===== config.mk =====
export PLATFORM = sky130hd
export DESIGN_NAME = spi_cmd_sequencer_flat
export DESIGN_NICKNAME = d
export VERILOG_FILES = /design/src/rtl/spi_cmd_sequencer_if.sv /design/src/rtl/spi_cmd_sequencer.sv /design/src/flat_wrapper.sv
export SDC_FILE = /design/constraint.sdc
export NUM_CORES = 1
export LEC_CHECK = 0
export CORE_UTILIZATION = 53
export DETAILED_ROUTE_END_ITERATION = 16
export GPL_TIMING_DRIVEN = 0
export PLACE_DENSITY = 0.83
export REMOVE_ABC_BUFFERS = 1
export SLEW_MARGIN = 20
export SYNTH_ARGS = -nofsm -noshare
export SYNTH_HDL_FRONTEND = slang
export SYNTH_SLANG_ARGS = --single-unit
export TNS_END_PERCENT = 100

===== constraint.sdc =====
create_clock -name clk_sys_i -period 2.8 [get_ports clk_sys_i]
set_input_delay 0.84 -clock clk_sys_i [delete_from_list [all_inputs] [get_ports clk_sys_i]]
set_output_delay 0.84 -clock clk_sys_i [all_outputs]
set_load 0.05 [all_outputs]

===== src/rtl/spi_cmd_sequencer_if.sv =====
// System-bus side of the SPI command sequencer: one outstanding req/done transaction.
interface spi_cmd_sequencer_if #(
    parameter int ADDR_WIDTH = 17
);
    logic [ADDR_WIDTH-1:0] bus_addr_o;
    logic [7:0]            bus_data_o;
    logic                  bus_we_o;
    logic                  bus_req_o;
    logic [7:0]            bus_data_i;
    logic                  bus_done_i;

    modport master (
        output bus_addr_o, bus_data_o, bus_we_o, bus_req_o,
        input  bus_data_i, bus_done_i
    );

    modport slave (
        input  bus_addr_o, bus_data_o, bus_we_o, bus_req_o,
        output bus_data_i, bus_done_i
    );
endinterface


===== src/rtl/spi_cmd_sequencer.sv =====
// Decodes 1-4 byte SPI command frames into single system-bus reads/writes;
// read data is returned through spi_tx_byte_o for the host's next byte.
module spi_cmd_sequencer #(
    parameter int ADDR_WIDTH = 17
) (
    input  logic                 clk_sys_i,
    input  logic                 reset_ni,
    input  logic                 spi_cs_ni,
    input  logic [7:0]           spi_rx_byte_i,
    input  logic                 spi_rx_valid_i,
    output logic [7:0]           spi_tx_byte_o,
    output logic                 overrun_o,
    spi_cmd_sequencer_if.master  bus
);
    typedef enum logic [2:0] {S_IDLE, S_ADDR_HI, S_ADDR_LO, S_DATA, S_BUS} state_t;

    state_t state_q, state_d;

    // [1:0] form the 2-FF synchronizer, [2] is the previous synchronized value
    logic [2:0] vld_pipe;
    logic [2:0] cs_pipe;
    logic       strobe, cs_hi, cs_fall;

    logic                  cmd_rd_q, cmd_a16_q;
    logic [7:0]            hi_q;
    logic [ADDR_WIDTH-1:0] pend_q, addr_q, lo_addr, addr_commit;
    logic [7:0]            data_q, tx_q;
    logic                  we_q, req_q, ovr_q;

    logic fr_ok, take_cmd, take_hi, take_lo, take_data, enter_bus;
    logic we_d, req_d, ovr_set;

    always_ff @(posedge clk_sys_i or negedge reset_ni) begin
        if (!reset_ni) begin
            vld_pipe <= '0;
            cs_pipe  <= '1;
        end else begin
            vld_pipe <= {vld_pipe[1:0], spi_rx_valid_i};
            cs_pipe  <= {cs_pipe[1:0], spi_cs_ni};
        end
    end

    assign strobe  = vld_pipe[1] & ~vld_pipe[2];
    assign cs_hi   = cs_pipe[1];
    assign cs_fall = ~cs_pipe[1] & cs_pipe[2];
    assign lo_addr = ADDR_WIDTH'({cmd_a16_q, hi_q, spi_rx_byte_i});

    always_ff @(posedge clk_sys_i or negedge reset_ni) begin
        if (!reset_ni) state_q <= S_IDLE;
        else           state_q <= state_d;
    end

    always_comb begin
        state_d = state_q;
        if (cs_fall && state_q != S_BUS) begin
            state_d = S_IDLE;
        end else begin
            case (state_q)
                S_IDLE:    if (strobe && !cs_hi)
                               state_d = spi_rx_byte_i[6] ? (spi_rx_byte_i[7] ? S_BUS : S_DATA)
                                                          : S_ADDR_HI;
                S_ADDR_HI: if (cs_hi) state_d = S_IDLE;
                           else if (strobe) state_d = S_ADDR_LO;
                S_ADDR_LO: if (cs_hi) state_d = S_IDLE;
                           else if (strobe) state_d = cmd_rd_q ? S_BUS : S_DATA;
                S_DATA:    if (cs_hi) state_d = S_IDLE;
                           else if (strobe) state_d = S_BUS;
                S_BUS:     if (bus.bus_done_i) state_d = S_IDLE;
                default:   state_d = S_IDLE;
            endcase
        end
    end

    // Frame address is staged in pend_q and only committed on entry to BUS,
    // so an aborted frame leaves the bus address untouched.
    always_comb begin
        fr_ok       = strobe & ~cs_hi & ~cs_fall;
        take_cmd    = fr_ok && state_q == S_IDLE;
        take_hi     = fr_ok && state_q == S_ADDR_HI;
        take_lo     = fr_ok && state_q == S_ADDR_LO;
        take_data   = fr_ok && state_q == S_DATA;
        enter_bus   = (state_q != S_BUS) && (state_d == S_BUS);
        addr_commit = pend_q;
        we_d        = ~cmd_rd_q;
        if (take_cmd) begin
            addr_commit = addr_q + ADDR_WIDTH'(1);
            we_d        = ~spi_rx_byte_i[7];
        end else if (take_lo) begin
            addr_commit = lo_addr;
        end
        req_d   = (state_d == S_BUS);
        ovr_set = strobe && state_q == S_BUS;
    end

    always_ff @(posedge clk_sys_i or negedge reset_ni) begin
        if (!reset_ni) begin
            cmd_rd_q  <= 1'b0;
            cmd_a16_q <= 1'b0;
            hi_q      <= '0;
            pend_q    <= '0;
            addr_q    <= '0;
            data_q    <= '0;
            we_q      <= 1'b0;
            req_q     <= 1'b0;
            tx_q      <= '0;
            ovr_q     <= 1'b0;
        end else begin
            if (take_cmd) begin
                cmd_rd_q  <= spi_rx_byte_i[7];
                cmd_a16_q <= spi_rx_byte_i[0];
                pend_q    <= addr_q + ADDR_WIDTH'(1);
            end
            if (take_hi)   hi_q   <= spi_rx_byte_i;
            if (take_lo)   pend_q <= lo_addr;
            if (take_data) data_q <= spi_rx_byte_i;
            if (enter_bus) begin
                addr_q <= addr_commit;
                we_q   <= we_d;
            end
            req_q <= req_d;
            if (state_q == S_BUS && bus.bus_done_i && !we_q) tx_q <= bus.bus_data_i;
            if (ovr_set)      ovr_q <= 1'b1;
            else if (cs_fall) ovr_q <= 1'b0;
        end
    end

    assign bus.bus_addr_o = addr_q;
    assign bus.bus_data_o = data_q;
    assign bus.bus_we_o   = we_q;
    assign bus.bus_req_o  = req_q;
    assign spi_tx_byte_o  = tx_q;
    assign overrun_o      = ovr_q;
endmodule


===== src/flat_wrapper.sv =====
// flat-port wrapper written by rule: the top's interface ports become plain ports
module spi_cmd_sequencer_flat 
#(
    parameter int ADDR_WIDTH = 17
)
  (clk_sys_i, reset_ni, spi_cs_ni, spi_rx_byte_i, spi_rx_valid_i, spi_tx_byte_o, overrun_o, bus_bus_addr_o, bus_bus_data_o, bus_bus_we_o, bus_bus_req_o, bus_bus_data_i, bus_bus_done_i);
  spi_cmd_sequencer_if #(.ADDR_WIDTH(ADDR_WIDTH)) bus_i ();
  input  logic clk_sys_i;
  input  logic reset_ni;
  input  logic spi_cs_ni;
  input  logic [7:0] spi_rx_byte_i;
  input  logic spi_rx_valid_i;
  output logic [7:0] spi_tx_byte_o;
  output logic overrun_o;
  output wire logic [$bits(bus_i.bus_addr_o)-1:0] bus_bus_addr_o;
  output wire logic [$bits(bus_i.bus_data_o)-1:0] bus_bus_data_o;
  output wire logic [$bits(bus_i.bus_we_o)-1:0] bus_bus_we_o;
  output wire logic [$bits(bus_i.bus_req_o)-1:0] bus_bus_req_o;
  input wire logic [$bits(bus_i.bus_data_i)-1:0] bus_bus_data_i;
  input wire logic [$bits(bus_i.bus_done_i)-1:0] bus_bus_done_i;
  assign bus_bus_addr_o = bus_i.bus_addr_o;
  assign bus_bus_data_o = bus_i.bus_data_o;
  assign bus_bus_we_o = bus_i.bus_we_o;
  assign bus_bus_req_o = bus_i.bus_req_o;
  assign bus_i.bus_data_i = bus_bus_data_i;
  assign bus_i.bus_done_i = bus_bus_done_i;
  spi_cmd_sequencer #(.ADDR_WIDTH(ADDR_WIDTH)) u_core (.clk_sys_i(clk_sys_i), .reset_ni(reset_ni), .spi_cs_ni(spi_cs_ni), .spi_rx_byte_i(spi_rx_byte_i), .spi_rx_valid_i(spi_rx_valid_i), .spi_tx_byte_o(spi_tx_byte_o), .overrun_o(overrun_o), .bus(bus_i));
endmodule

== Yosys cells after proc, flatten, opt, wreduce, memory -nomap -nowiden ==
Cells that the tools add are included.

* Input bits: 21
* Register bits: 72

* Reduce and logical (&&, ||, !) cells: 15
* Add/sub/neg operators: 1
* Muxes and demuxes: 20
* Eq/ne operators: 6
* Bitwise gates (word level): 9

{| class="wikitable"
|+ Operator list
! kind !! count
|-
| 2-to-1 mux 17 bit || 4
|-
| 2-to-1 mux 3 bit || 12
|-
| adder 17 x 1 -> 17 bit (second input constant) || 1
|-
| one-hot mux 3 bit (5 select lines) || 1
|-
| logical AND 1 bit || 10
|-
| == test 3 x 2 -> 1 bit (second input constant) || 2
|-
| == test 3 bit (second input constant) || 2
|-
| inverter 1 bit || 5
|-
| AND 1 bit || 4
|-
| nonzero test 2 bit || 2
|-
| == test 3 x 1 -> 1 bit (second input constant) || 1
|-
| zero test 3 bit || 1
|-
| 2-to-1 mux 1 bit || 3
|-
| != test 3 bit (second input constant) || 1
|-
| zero test 1 bit || 2
|}

== Logic depth before layout (Yosys ltp) ==
Gate-level depths: netlist (run 1).

* Depth after elaboration: 8
* Mapped depth: 8
* Mapped depth without buffers: 6

== Worst setup path before layout (run 1) ==
OpenSTA, ideal clock, no wires.

* Path type: reg2reg
* Start point: reg u_core.addr_q[6], in the netlist u_core.bus.bus_addr_o[6]
* End point: reg u_core.addr_q[11], in the netlist u_core.bus.bus_addr_o[11]
* Arrival: 1950 ps
* Stages on the path, launching flop included: 7
* Setup slack: 768 ps
* Buffers on the path: 1
* Path through: dfrtp_1 -> clkbuf_1 -> nand3_1 -> nor3_2 -> nand3_1 -> o31a_1 -> o22ai_1

* Longest elaborated chain between the ends: 2

{| class="wikitable"
|+ Ends and longest elaborated chain
! item !! line !! text
|-
| start, declared || spi_cmd_sequencer.sv:26 || <nowiki>logic [ADDR_WIDTH-1:0] pend_q, addr_q, lo_addr, addr_commit;</nowiki>
|-
| start signal, assigned || spi_cmd_sequencer.sv:117 || <nowiki>addr_q <= addr_commit;</nowiki>
|-
| adder 17 x 1 -> 17 bit || spi_cmd_sequencer.sv:86 || <nowiki>addr_commit = addr_q + ADDR_WIDTH'(1);</nowiki>
|-
| 2-to-1 mux 17 bit || spi_cmd_sequencer.sv:85 || <nowiki>if (take_cmd) begin</nowiki>
|}

Every way passes these cells.
A chain may end at the register's enable or synchronous reset.

== Final worst setup path (run 1) ==
* Start point: in spi_rx_byte_i[6]
* End point: reg u_core.addr_q[9], in the netlist u_core.bus.bus_addr_o[9]

* Longest elaborated chain between the ends: 6

{| class="wikitable"
|+ Ends and longest elaborated chain
! item !! line !! text
|-
| start, declared || flat_wrapper.sv:11 || <nowiki>input logic [7:0] spi_rx_byte_i;</nowiki>
|-
| 2-to-1 mux 3 bit || spi_cmd_sequencer.sv:60 || <nowiki>state_d = spi_rx_byte_i[6] ? (spi_rx_byte_i[7] ? S_BUS : S_DATA)</nowiki>
|-
| 2-to-1 mux 3 bit || spi_cmd_sequencer.sv:59 || <nowiki>S_IDLE: if (strobe && !cs_hi)</nowiki>
|-
| one-hot mux 3 bit (5 select lines) || spi_cmd_sequencer.sv:58 || <nowiki>case (state_q)</nowiki>
|-
| 2-to-1 mux 3 bit || spi_cmd_sequencer.sv:55 || <nowiki>if (cs_fall && state_q != S_BUS) begin</nowiki>
|-
| == test 3 bit || spi_cmd_sequencer.sv:82 || <nowiki>enter_bus = (state_q != S_BUS) && (state_d == S_BUS);</nowiki>
|-
| logical AND 1 bit || spi_cmd_sequencer.sv:82 ||
|}

Every way passes these cells.

==> results of run 1 <==
[metal layers]
metal	vias up	wire, um	GRT usage, %
met5	-	0	0
met4	0	144	12.14
met3	13	345	5.618
met2	84	3416	38.67
met1	1241	3126	29.74
li1	1183	-	-
[state kept, by name, summed over array words and instances, names as in the netlist]
| name | flops |
|---|---|
| u_core.cmd_a16_q | 1 |
| u_core.hi_q | 8 |
| u_core.bus.bus_we_o | 1 |
| u_core.cs_pipe | 3 |
| u_core.cmd_rd_q | 1 |
| u_core.bus.bus_req_o | 1 |
| u_core.state_q | 3 |
| u_core.bus.bus_data_o | 8 |
| u_core.overrun_o | 1 |
| u_core.spi_tx_byte_o | 8 |
| u_core.pend_q | 17 |
| u_core.vld_pipe | 3 |
| u_core.bus.bus_addr_o | 17 |
[stage by stage]
stage | setup WS (ns) | setup TNS, ns
after detailed placement | -0.08991 | -0.6604
after floorplan | 0.6455 | 0
after global placement | -1.544 | -108.92
after CTS | 0.2544 | 0
final | 0.2328 | 0
after global routing | 0.09934 | 0
[final cells by class]
type	instances	area, um2
Fill cell	450	1872
Sequential cell	72	1805
Multi-Input combinational cell	207	1413
Timing Repair Buffer	57	585.6
Clock buffer	16	180.2
Tap cell	75	93.84
Inverter	11	41.29
[final timing paths]
kind                                    start                   endpoint  slack [ns]  cells past startpoint
max                          spi_rx_byte_i[6]   u_core.bus.bus_addr_o[9]        0.23                      5
min                        u_core.vld_pipe[0]         u_core.vld_pipe[1]        0.36                      0
max reg2reg                 u_core.state_q[2]  u_core.bus.bus_addr_o[14]        0.32                      5
min reg2reg                u_core.vld_pipe[0]         u_core.vld_pipe[1]        0.36                      0
max in group asynchronous            reset_ni    u_core.spi_tx_byte_o[5]        1.86                      2
min in group asynchronous            reset_ni   u_core.bus.bus_addr_o[0]        0.40                      1
[kinds of logic (layout without fill, tap and decap cells)]
kind of cell	after synthesis	in the layout
and+or+nand+nor	77	77
AOI/OAI and AO/OA	73	73
DFF	72	72
muxes	41	41
buffers and inverters	27	84
xor gates and xnor gates	15	15
adders and majority gates	1	1
[where the power goes]
| group | total (uW) | switching (uW) | internal (uW) |
|---|---|---|---|
| combinational | 1100 | 668 | 432 |
| clock | 747 | 350 | 397 |
| sequential | 1420 | 178 | 1250 |
| total | 3270 | 1200 | 2080 |
[timing repair]
item,4_1_cts,5_1_grt
resized for setup,0,1
endpoints found under the setup margin,0,1
hold endpoints to repair,0,0
[cell usage after synthesis, drive strengths merged, types with 2 or more instances]
library cell / count
a21o: 2
or3: 2
nor2: 13
and3: 2
clkbuf: 12
mux2i: 14
xor2: 7
nor3: 5
nand3: 12
nand4: 3
buf: 4
and2: 11
o21ai: 36
o22ai: 6
dfrtp: 69
inv: 11
o31a: 9
nand2: 23
a21oi: 15
mux2: 27
xnor2: 8
dfstp: 3
==> flow_summary_export.csv, run 1 <==
group,metric,value,unit
status,run_status,"finished, final reports clean",
finish,post_route_cells_drive_above_1_share,12.95,%
finish,num-nets-final,380,
timing,layout_min_cycle_time,2.567,ns
place,placement.io_buffers,56,
setup_path,crit_path_max_incr_delay,0.75,ns
synthesis,synth_async_sr_flop_share,100.0,%
synthesis,ys_ff_latch,72,
timing,setup-violations-final,0,
clock_network,cts_buffers,9,
die,die-height,81.35,um
timing,worst_slew_slack_as_a_fraction_of_its_limit,27.02,%
finish,num_antenna_cells,0,
synthesis,synth_cell_types,38,
synthesis,synthesis.area,3337,um2
timing,worst_hold_slack,0.3556,ns
synthesis,synth_top_family_by_area,"multiplexers",
clock_network,tritoncts,"yes",
clock_network,clock_latency,0.33,ns
die,die_outline_area,6618,um2
synthesis,synth_edf_count,0,
route,drc,0,
timing,final-hold-violation-count,0,
place,finalWeightedCongestion,0.7909,
synthesis,synthMuxAreaShare,13.31,%
setup_path,crit_chain,"clkdlybuf4s50_1 -> nand4bb_1 -> a211oi_2 -> o21ai_0 -> a21o_1",
setup_path,critical_path.slowest_cell,"sky130_fd_sc_hd__a211oi_2",
die,num_rows,28,
clock_network,cts_hold_repair.buffers,0,
route,postRouteAntennaNets,0,
place,cell_count_after_placement,422,
setup_path,data_arrival_time_of_the_critical_path,2.79,ns
synthesis,synth_compound_gate_area_share,12.97,%
clock_network,clk_transition_reported_paths,0.07,ns
finish,finalInstanceArea,4119,um2
place,post-dp-hpwl,4.822,mm
finish,finalNonFillerCells,438,
setup_path,critPathLaunchType,"input port",
synthesis,netlist.top_cell.by_area,"sky130_fd_sc_hd__dfrtp_1",
route,vias_per_cell,5.756,
grt,largest_net_degree_at_the_start_of_global_routing,50,
die,die_w,81.35,um
synthesis,yosys-top-cells-area,"sky130_fd_sc_hd__dfrtp_1, sky130_fd_sc_hd__mux2_2, sky130_fd_sc_hd__o21ai_0",
setup_path,crit_required,3.02,ns
finish,area_growth,23.43,%
route,detailed_route_wire_length_per_cell,16.05,um
clock_network,clock_sink_count,72,
grt,grt.overflow.total,0,
pwr,leakagePower,0.001807,uW
route,detail_route.first_pass.iterations,4,
timing,finalClockSkew,0.005901,ns
grt,grt_pass1_vias,2547,
route,detail_route.iter0.violations,155,
finish,final_core_occ,68.76,%
synthesis,seq_area_frac_synth,54.11,%
grt,antenna_violations_before_repair,0,
clock_network,cts_htree_levels,3,
die,placeableCoreArea,5991,um2
synthesis,yosysWarningCount,0,
setup_path,cp_num_buf_inv,1,
synthesis,synth-xor-area-share,3.937,%
synthesis,yosys.area_share.simple,11.66,%
setup_path,timing.critical_path.max_delay_family,"compound AO/OA/AOI/OAI gates",
clock_network,cts_root_buf,"sky130_fd_sc_hd__clkbuf_8",
timing,timing.fmax,389.5,MHz
die,io_pins,57,
setup_path,timing.critical_path.to_type,"flip-flop",
route,via_count,2521,
timing,grt_setup_unrepaired,"no",
synthesis,ys.flop_type,"sky130_fd_sc_hd__dfrtp_1",
synthesis,synthesis.instances,306,
synthesis,syn-mean-instance-area,10.91,um2
die,initial_utilization,55.70,%
route,routed_wl,7.032,mm
setup_path,worst_setup_path_type,"input port to flip-flop",
synthesis,yosys.area.top_type_share,51.74,%
run,reported_max_cap_violation_count,0,
setup_path,path_max_fanout,9,
pwr,total_power,3272,uW
finish,final_common_cell,"sky130_fd_sc_hd__dfrtp_1",
synthesis,post_synth_fa_ha_maj_area_fraction,0.3750,%
grt,grt_util_all_layers,23.89,%
place,post_dp_cell_area,3936,um2
pwr,power_density,794.3,nW/um2
timing,layout_worst_path_cycle_share,91.68,%
clock_network,postCtsSetupBuffers,0,
hold_path,timing.hold.worst.class,"flip-flop to flip-flop",
timing,timing.final.max_slew_violations,0,
timing,max_slew.worst_pin.slew,1.095,ns
clock_network,cts_buffer_depth,2,
pwr,max-vdd-ir-drop,0.5711,mV
grt,grt_pass1_wl,11.69,mm
finish,layout_common_cells,"sky130_fd_sc_hd__dfrtp_1, sky130_fd_sc_hd__clkdlybuf4s50_1, sky130_fd_sc_hd__o21ai_0, sky130_fd_sc_hd__mux2_2, sky130_fd_sc_hd__nand2_1",
No activity file was read; power rests on OpenSTA's default activity.
==> run 2: changes to the inputs <==
--- a/constraint.sdc
+++ b/constraint.sdc
@@ -3,2 +3,2 @@
 set_output_delay 0.84 -clock clk_sys_i [all_outputs]
-set_load 0.05 [all_outputs]
+set_load 0.005 [all_outputs]
==> results of run 2 <==
Same layout as run 1 (identical final DEF). Status: finished, final reports clean.
Among the figures that moved: total power 3272 uW -> 2902 uW; worst IR drop on VDD 0.5711 mV -> 0.4455 mV
==> run 3: changes to the inputs <==
- CORE_ASPECT_RATIO: default -> 1.5
==> run 3 against run 2 <==
Final cell count fell by 0.23%; clock skew rose by 0.0027 ns; first-iteration DRC count grew 1.9%; critical path depth is 1 higher; count of clock-buffer cells in the layout decreased by 5; largest power group unchanged; critical endpoint is now u_core.bus.bus_addr_o[10]; combinational power is 1% higher.
==> flow_summary_export.csv, run 3 (synthesized netlist as in run 1, its figures left out) <==
group,metric,value,unit
route,detailed_route_wire_length_per_cell,16.87,um
setup_path,data_arrival_time_of_the_critical_path,2.73,ns
finish,fill_cells,478,
setup_path,crit_required,2.99,ns
setup_path,path_max_fanout,24,
route,vias_per_cell,5.826,
clock_network,cts_htree_levels,3,
place,post-dp-hpwl,4.909,mm
grt,grt.overflow.total,0,
timing,final.setup.tns,0,ns
clock_network,tritoncts,"yes",
clock_network,clock_sink_count,72,
clock_network,clock_latency,0.34,ns
finish,multiInputGateArea,1421,um2
setup_path,timing.critical_path.to_type,"flip-flop",
die,num_rows,35,
route,routed_wl,7.374,mm
status,run_status,"finished, final reports clean",
grt,largest_net_degree_at_the_start_of_global_routing,40,
setup_path,cp_num_buf_inv,1,
route,drc,0,
setup_path,worst_setup_path_type,"input port to flip-flop",
hold_path,timing.hold.worst.class,"flip-flop to flip-flop",
finish,ff_latch_area,1805,um2
setup_path,crit_path_max_incr_delay,0.61,ns
finish,final_core_occ,68.00,%
pwr,power_density,740.8,nW/um2
pwr,leakagePower,0.001832,uW
grt,gr-max-usage-layer,"met2",
timing,worst_hold_slack,0.3561,ns
setup_path,timing.critical_path.to,"u_core.bus.bus_addr_o[10]",
clock_network,cts_root_buf,"sky130_fd_sc_hd__clkbuf_8",
route,postRouteAntennaNets,0,
timing,layout_worst_path_cycle_share,90.46,%
clock_network,clk_transition_reported_paths,0.08,ns
die,die_w,66.79,um
route,detail_route.iter0.violations,158,
route,detail_route.first_pass.iterations,4,
timing,grt_setup_unrepaired,"no",
timing,setup-violations-final,0,
route,via_count,2546,
place,finalWeightedCongestion,0.8270,
setup_path,timing.critical_path.max_delay_family,"simple AND/OR/NAND/NOR gates",
clock_network,postCtsSetupBuffers,0,
timing,timing.fmax,394.8,MHz
die,die-height,99.18,um
finish,final_common_cell,"sky130_fd_sc_hd__dfrtp_1",
setup_path,crit_chain,"clkdlybuf4s50_1 -> nand4bb_1 -> nand2_1 -> nand2_1 -> o21ai_0 -> o21ai_0",
finish,post_route_cells_drive_above_1_share,14.33,%
timing,layout_min_cycle_time,2.533,ns
grt,grt_use_met1,30.12,%
grt,antenna_violations_before_repair,0,
finish,area_growth,24.93,%
finish,num_antenna_cells,0,
setup_path,critPathLaunchType,"input port",
clock_network,cts_buffer_depth,2,
finish,layout_common_cells,"sky130_fd_sc_hd__dfrtp_1, sky130_fd_sc_hd__clkdlybuf4s50_1, sky130_fd_sc_hd__o21ai_0, sky130_fd_sc_hd__mux2_2, sky130_fd_sc_hd__nand2_1",
die,placeableCoreArea,6131,um2
timing,final-hold-violation-count,0,
die,io_pins,57,
setup_path,cp_num_cells,6,
pwr,max-vdd-ir-drop,0.5498,mV
setup_path,crit-reg2reg-capture,"u_core.bus.bus_addr_o[10]",
finish,num-nets-final,380,
place,placement.io_buffers,56,
grt,grt_pass1_vias,2691,
setup_path,critical_path.slowest_cell,"sky130_fd_sc_hd__clkdlybuf4s50_1",
setup_path,regToRegStartpoint,"u_core.state_q[1]",
timing,finalClockSkew,0.008642,ns
timing,worst_slew_slack_as_a_fraction_of_its_limit,44.94,%
clock_network,cts_buffers,9,
setup_path,reg2reg_depth,5,
setup_path,critical_path.startpoint,"spi_rx_byte_i[6]",
grt,grt_pass1_wl,12.36,mm
grt,grt_util_all_layers,25.02,%
die,initial_utilization,54.43,%
die,die_outline_area,6624,um2
timing,max_slew.worst_pin.slew,0.8260,ns
setup_path,worst-r2r-setup-slack,0.32,ns
grt,gr-usage-met3,7.798,%
run,reported_max_cap_violation_count,0,
timing,timing.final.max_slew_violations,0,
grt,grt.met2_usage,40.02,%
[run 3: cell count changes in the layout (fill, tap and decap cells not counted)]
cell and delta:
sky130_fd_sc_hd__a211oi_4 +1, sky130_fd_sc_hd__clkinv_4 +1, sky130_fd_sc_hd__buf_16 -1, sky130_fd_sc_hd__clkinv_2 +2
sky130_fd_sc_hd__buf_12 +1, sky130_fd_sc_hd__a211oi_2 -1, sky130_fd_sc_hd__bufinv_16 +2, sky130_fd_sc_hd__clkbuf_1 -4
sky130_fd_sc_hd__or3_1 -1, sky130_fd_sc_hd__clkbuf_8 -1, sky130_fd_sc_hd__or3_2 +1
[run 3: what timing repair did]
action,CTS,global route
endpoints found under the setup margin,0,12
resized for setup,0,2
hold buffers,0,0
[run 3: worst min path at each step]
stage,start,to,slack (ns),cells after the start
after global placement,u_core.cs_pipe[0],u_core.cs_pipe[1],0.35,0
after global routing,u_core.cs_pipe[0],u_core.cs_pipe[1],0.36,0
after CTS,u_core.vld_pipe[0],u_core.vld_pipe[1],0.36,0
after floorplan,u_core.vld_pipe[0],u_core.vld_pipe[1],0.33,0
after detailed placement,u_core.vld_pipe[0],u_core.vld_pipe[1],0.35,0
final,u_core.vld_pipe[0],u_core.vld_pipe[1],0.36,0
[run 3: worst reg2reg max path, stage by stage, from the launching register on]
cell and delay, ns:
sky130_fd_sc_hd__dfrtp_1 0.88, sky130_fd_sc_hd__o21ai_0 0.39, sky130_fd_sc_hd__nand2_1 0.16, sky130_fd_sc_hd__nand2_1 0.48, sky130_fd_sc_hd__o21ai_0 0.32, sky130_fd_sc_hd__o21ai_0 0.11
[run 3: metal layers]
layer | wire length (um) | part of all wire, %
met2 | 3830 | 52
met5 | 0 | 0
met4 | 149 | 2.0
met1 | 3015 | 41
met3 | 379 | 5.1
[run 3: power by group]
part / switching, uW / total (uW) / internal (uW)
sequential: 177 / 1420 / 1250
clock: 377 / 926 / 549
combinational: 308 / 739 / 431
[run 3: area by class of cell]
class	count	area share, %
clock buffers	11	3.631
multi-input cells	207	34.09
clock inverters	5	1.891
inverters	11	0.9904
well taps	74	2.221
repair buffers	57	13.87
flip-flops and latches	72	43.31
[run 3: metrics by stage]
step / total power [uW] / cell area [um2] / cells / setup WS [ns]
floorplan: 1793 / 3257 / 290 / 0.6455
global placement: 2127 / 3910 / 420 / -1.527
detailed placement: 2171 / 3928 / 421 / -0.1785
CTS: 3099 / 4158 / 437 / 0.1831
global route: 3255 / 4169 / 437 / 0.1050
finish: 3088 / 4169 / 437 / 0.2671
